File: src/rtl/msg_tx_pkg.sv
// Shared types and defaults for the message streamer and its ROM image.
package msg_tx_pkg;

   localparam int unsigned DEFAULT_MSG_LEN    = 13;
   localparam int unsigned DEFAULT_ADDR_W     = 4;
   localparam int unsigned DEFAULT_DATA_W     = 8;
   localparam int unsigned DEFAULT_GAP_CYCLES = 0;

   typedef enum logic [2:0] {
      IDLE,
      FETCH,
      WRITE,
      SETTLE,
      WAIT_EMPTY,
      GAP
   } state_t;

   // A zero-cycle gap still needs a legal (1-bit) counter
   function automatic int unsigned gap_cnt_w(input int unsigned cycles);
      return (cycles > 0) ? $clog2(cycles + 1) : 1;
   endfunction

endpackage

File: src/rtl/msg_tx_gap_timer.sv
// Load/count-down timer; expired is high during the final counted clock.
module msg_tx_gap_timer
   import msg_tx_pkg::*;
#(
   parameter int unsigned CYCLES = 1
)(
   input  logic clk,
   input  logic resn,
   input  logic load,
   input  logic dec,
   output logic expired
);

   localparam int unsigned W = gap_cnt_w(CYCLES);

   logic [W-1:0] cnt;

   always_ff @(posedge clk or negedge resn) begin
      if (!resn) begin
         cnt <= '0;
      end else if (load) begin
         cnt <= W'(CYCLES);
      end else if (dec && (cnt != '0)) begin
         cnt <= cnt - 1'b1;
      end
   end

   assign expired = (cnt == W'(1));

endmodule

File: src/rtl/msg_tx_streamer.sv
// Streams an MSG_LEN-character ROM message into uartTx via its wr/empty handshake.
// Continuous mode and the inter-message gap exist only when MSG_TX_REPEAT_EN is defined.
module msg_tx_streamer
   import msg_tx_pkg::*;
#(
   parameter int unsigned MSG_LEN    = DEFAULT_MSG_LEN,
   parameter int unsigned ADDR_W     = DEFAULT_ADDR_W,
   parameter int unsigned DATA_W     = DEFAULT_DATA_W,
   parameter int unsigned GAP_CYCLES = DEFAULT_GAP_CYCLES
)(
   input  logic              clk,
   input  logic              resn,
   input  logic              start,
   input  logic              repeat_en,
   output logic [ADDR_W-1:0] rom_addr,
   input  logic [DATA_W-1:0] rom_data,
   output logic              tx_wr,
   output logic [DATA_W-1:0] tx_data,
   input  logic              tx_empty,
   output logic              busy,
   output logic              done
);

   localparam logic [ADDR_W-1:0] LAST_IDX = ADDR_W'(MSG_LEN - 1);

   state_t state, state_nxt;
   logic   last;
   logic   msg_end;

`ifdef MSG_TX_REPEAT_EN
   logic gap_load;
   logic gap_expired;

   msg_tx_gap_timer #(
      .CYCLES (GAP_CYCLES)
   ) u_gap_timer (
      .clk     (clk),
      .resn    (resn),
      .load    (gap_load),
      .dec     (state == GAP),
      .expired (gap_expired)
   );
`else
   logic unused_cfg;
   assign unused_cfg = repeat_en ^ (GAP_CYCLES != 0);
`endif

   always_comb begin
      state_nxt = state;
      msg_end   = 1'b0;
`ifdef MSG_TX_REPEAT_EN
      gap_load  = 1'b0;
`endif
      case (state)
         IDLE:       if (start) state_nxt = FETCH;
         FETCH:      state_nxt = WRITE;
         WRITE:      state_nxt = SETTLE;
         SETTLE:     state_nxt = WAIT_EMPTY;
         WAIT_EMPTY: begin
            if (tx_empty) begin
               if (!last) begin
                  state_nxt = FETCH;
               end else begin
                  msg_end = 1'b1;
`ifdef MSG_TX_REPEAT_EN
                  if (repeat_en && (GAP_CYCLES > 0)) begin
                     state_nxt = GAP;
                     gap_load  = 1'b1;
                  end else if (repeat_en) begin
                     state_nxt = FETCH;
                  end else begin
                     state_nxt = IDLE;
                  end
`else
                  state_nxt = IDLE;
`endif
               end
            end
         end
`ifdef MSG_TX_REPEAT_EN
         GAP:        if (gap_expired) state_nxt = FETCH;
`endif
         default:    state_nxt = IDLE;
      endcase
   end

   // rom_addr is the character index; it only moves at the end of WRITE
   always_ff @(posedge clk or negedge resn) begin
      if (!resn) begin
         state    <= IDLE;
         rom_addr <= '0;
         tx_data  <= '0;
         last     <= 1'b0;
         done     <= 1'b0;
      end else begin
         state <= state_nxt;
         done  <= msg_end;
         if (state == FETCH) tx_data <= rom_data;
         if (state == WRITE) begin
            if (rom_addr == LAST_IDX) begin
               rom_addr <= '0;
               last     <= 1'b1;
            end else begin
               rom_addr <= rom_addr + 1'b1;
            end
         end
         if (msg_end) last <= 1'b0;
      end
   end

   assign tx_wr = (state == WRITE);
   assign busy  = (state != IDLE);

endmodule

File: config.mk
export PLATFORM = sky130hd
export DESIGN_NAME = msg_tx_streamer
export DESIGN_NICKNAME = d
export VERILOG_FILES = /design/src/rtl/msg_tx_pkg.sv /design/src/rtl/msg_tx_gap_timer.sv /design/src/rtl/msg_tx_streamer.sv
export SDC_FILE = /design/constraint.sdc
export NUM_CORES = 1
export LEC_CHECK = 0
export CORE_UTILIZATION = 43
export DETAILED_ROUTE_END_ITERATION = 8
export PLACE_DENSITY = 0.78
export SLEW_MARGIN = 25
export SYNTH_ARGS = -nofsm -noshare
export SYNTH_HDL_FRONTEND = slang
export SYNTH_SLANG_ARGS = --single-unit
File: constraint.sdc
create_clock -name clk -period 1.78 [get_ports clk]
set_input_delay 0.356 -clock clk [delete_from_list [all_inputs] [get_ports clk]]
set_output_delay 0.356 -clock clk [all_outputs]
set_load 0.01 [all_outputs]
==> impl_metrics.env, run 1 <==
export IMPL_status="finished clean"
export IMPL_max_freq_ghz=0.586
export IMPL_crit_slowest_cell="dfrtp_1"
export IMPL_max_cap_violations=0
export IMPL_ff2ff_path_depth=4
export IMPL_wl_per_cell_um=11.9
export IMPL_max_clock_path_buffers=2
export IMPL_num_vias=598
export IMPL_drive_above_1_share=0.242
export IMPL_netlist_area_sq_um=787
export IMPL_crit_cells=2
export IMPL_hold_viol=0
export IMPL_p_leak_nw=0.490
export IMPL_ys_seq_area_frac=0.541
export IMPL_end_kind="output pin"
export IMPL_yosys_top_cells_area="dfrtp_1 (54%), mux2_2 (11%), nor3b_4 (4.8%)"
export IMPL_synthCells=65
export IMPL_grt_use_total=0.170
export IMPL_place_congestion=0.771
export IMPL_grt_max_degree=18
export IMPL_dp_hpwl_um=1050
export IMPL_p_per_area_nw_per_um2=1730
export IMPL_setup_viol=0
export IMPL_critPathMaxStageDelay_ns=0.44
export IMPL_drtPass1Iterations=4
export IMPL_synth_distinct_cells=23
export IMPL_top_usage_layer="met2"
export IMPL_clock_sinks=17
export IMPL_core_area_sq_um=1730
export IMPL_path_cells="or3_1 -> dlygate4sd2_1"
export IMPL_rsz0062_at_grt="no"
export IMPL_grt_ovfl_total=0
export IMPL_path_clk_slew_ns=0.10
export IMPL_period_minus_slack_ns=1.71
export IMPL_met3_usage=0.0600
export IMPL_vias_per_cell=4.82
export IMPL_slew_headroom=0.723
export IMPL_cts_tree="done"
export IMPL_root_buffer="clkbuf_4"
export IMPL_grtUsageMet2=0.306
export IMPL_ioPinCount=28
export IMPL_synthToLayoutAreaGrowth_pct=43.2
export IMPL_drt_iter0_markers=6
export IMPL_critPathLaunchType="flip-flop"
export IMPL_worst_pin_slew_ns=0.414
export IMPL_endpoint="busy"
export IMPL_cpLargestDelayFamily="flip-flops"
export IMPL_ant_nets=0
export IMPL_yosys_area_top_type_share=0.541
export IMPL_htree_levels=1
export IMPL_synth_nets=80
export IMPL_reg2reg_slack_ns=0.19
export IMPL_numCtsBuffers=3
export IMPL_die_width_um=44.8
export IMPL_rr_endpoint="tx_data[6]"
export IMPL_peakVddDrop_mv=0.894
export IMPL_hp_class="input port to asynchronous set/reset pin"
export IMPL_fin_crit_sh=0.958
export IMPL_crit_fanout=4
export IMPL_worst_setup_path_type="flip-flop to output pin"
export IMPL_startpoint="state[1]"
export IMPL_required_ns=1.42
export IMPL_antenna_found_initial=0
export IMPL_grt_pass1_vias=553
export IMPL_die_h_um=44.8
export IMPL_start_util=0.456
export IMPL_yosysTopAreaCell="dfrtp_1"
export IMPL_finalNetCount=115
export IMPL_arrival_ns=1.35
export IMPL_crit_buf_inv=1
export IMPL_port_buffers=26
export IMPL_clock_latency_ns=0.28
export IMPL_drt_wl_total_um=1470
export IMPL_n_antenna_cell=0
export IMPL_tns_ns=0
export IMPL_skew_ns=0.00308
export IMPL_fp_row_count=15
export IMPL_ys_seq_elements=17
export IMPL_worstReg2RegStart="state[2]"
export IMPL_ys_warn_count=0
export IMPL_syn_area_per_cell_sq_um=12.1
export IMPL_p_total_mw=1.95
export IMPL_drv_slew=0
export IMPL_use_met1=0.193
export IMPL_grt_pass1_wl_um=2420
export IMPL_drc_errors=0
export IMPL_die_area_sq_um=2010
-- registers in the layout, indices dropped and copies added (netlist names) --
signal and count:
state 3, tx_data 8, done 1, rom_addr 4, last 1
-- layout by cell type, fill, tap and decap left out, types with 3 or more instances in the layout --
cell / instances
dfrtp_1: 15
clkbuf_4: 3
nor2_1: 4
clkdlybuf4s50_1: 24
nand2_1: 5
buf_4: 7
mux2_2: 8
inv_1: 4
nand3_1: 3
o21ai_0: 3
-- layer usage --
metal  part of all wire  wire length [um]
met1               0.43               632
met2               0.49               726
met5                  0                 0
met3              0.078               115
met4                  0                 0
-- kinds of logic (layout without fill, tap and decap cells) --
group | after synthesis | after routing | share of synthesized area
xor+xnor | 1 | 1 | 0.0111
mux | 8 | 8 | 0.114
flops | 17 | 17 | 0.541
fa+ha+maj | 2 | 2 | 0.0318
compound gates | 10 | 10 | 0.0843
simple gates | 20 | 20 | 0.161
buf+inv | 7 | 41 | 0.0572
-- worst min path at each step --
stage / endpoint / slack, ns / cells after the start
final: tx_data[1] / 0.39 / 2
after detailed placement: tx_data[1] / 0.50 / 1
after global placement: tx_data[1] / 0.49 / 1
after global routing: tx_data[1] / 0.39 / 2
after floorplan: done / 0.06 / 0
after CTS: tx_data[1] / 0.39 / 2
-- final cells by class --
cell class                 count  area (sq um)
clock buffer                   4          26.3
fill                         150           599
inverter                       4          15.0
multi-input combinational     41           317
sequential                    17           428
tap                           25          31.3
timing repair buffer          33           310
-- synthesized netlist by cell type --
cell type and n:
mux2_2 8, buf_6 2, buf_4 1, nor4b_1 1
a21o_1 2, nor3_1 1, o2bb2ai_1 1, xnor2_1 1
a211oi_1 1, a21oi_1 1, nand2_1 5, o21ai_0 3
dfrtp_1 17, a31o_2 1, inv_1 4, a31oi_1 1
nor2_1 4, nor3b_4 2, or3_1 2, ha_1 2
nand3_1 3, nand3b_1 1, or2_2 1
-- power breakdown --
part	internal (mW)	leakage (nW)	total [mW]	switching (mW)
combinational	0.621	0.268	1.04	0.414
sequential	0.571	0.207	0.714	0.144
clock	0.0868	0.0150	0.203	0.117
total	1.28	0.490	1.95	0.675
-- stage by stage --
step / util / setup slack, ns / area (sq um) / hold slack, ns / cells
CTS: 0.649 / 0.0480 / 1120 / 0.394 / 123
floorplan: - / 0.461 / 787 / 0.0604 / 65
global route: 0.653 / 0.00150 / 1130 / 0.393 / 124
finish: 0.653 / 0.0743 / 1130 / 0.387 / 124
detailed placement: 0.629 / 0.119 / 1090 / 0.496 / 118
global placement: 0.629 / 0.132 / 1090 / 0.488 / 118
-- repair_timing --
item,in CTS,in global routing
cloned,0,0
resized for setup,4,0
endpoints found under the setup margin,2,1
hold buffers,0,0
buffers inserted,1,1
-- worst reg2reg max path, stage by stage (launching register included) --
cell and delay (ns):
dfrtp_2 0.41, buf_4 0.14, buf_4 0.14, nor3b_4 0.40
mux2_2 0.39
(Power assumes the default switching activity.)
==> inputs of run 2 (changes only) <==
HOLD_SLACK_MARGIN = 0.1   (was unset)
==> results of run 2 <==
Same layout as run 1: the final DEF is identical, and so are final timing and power.
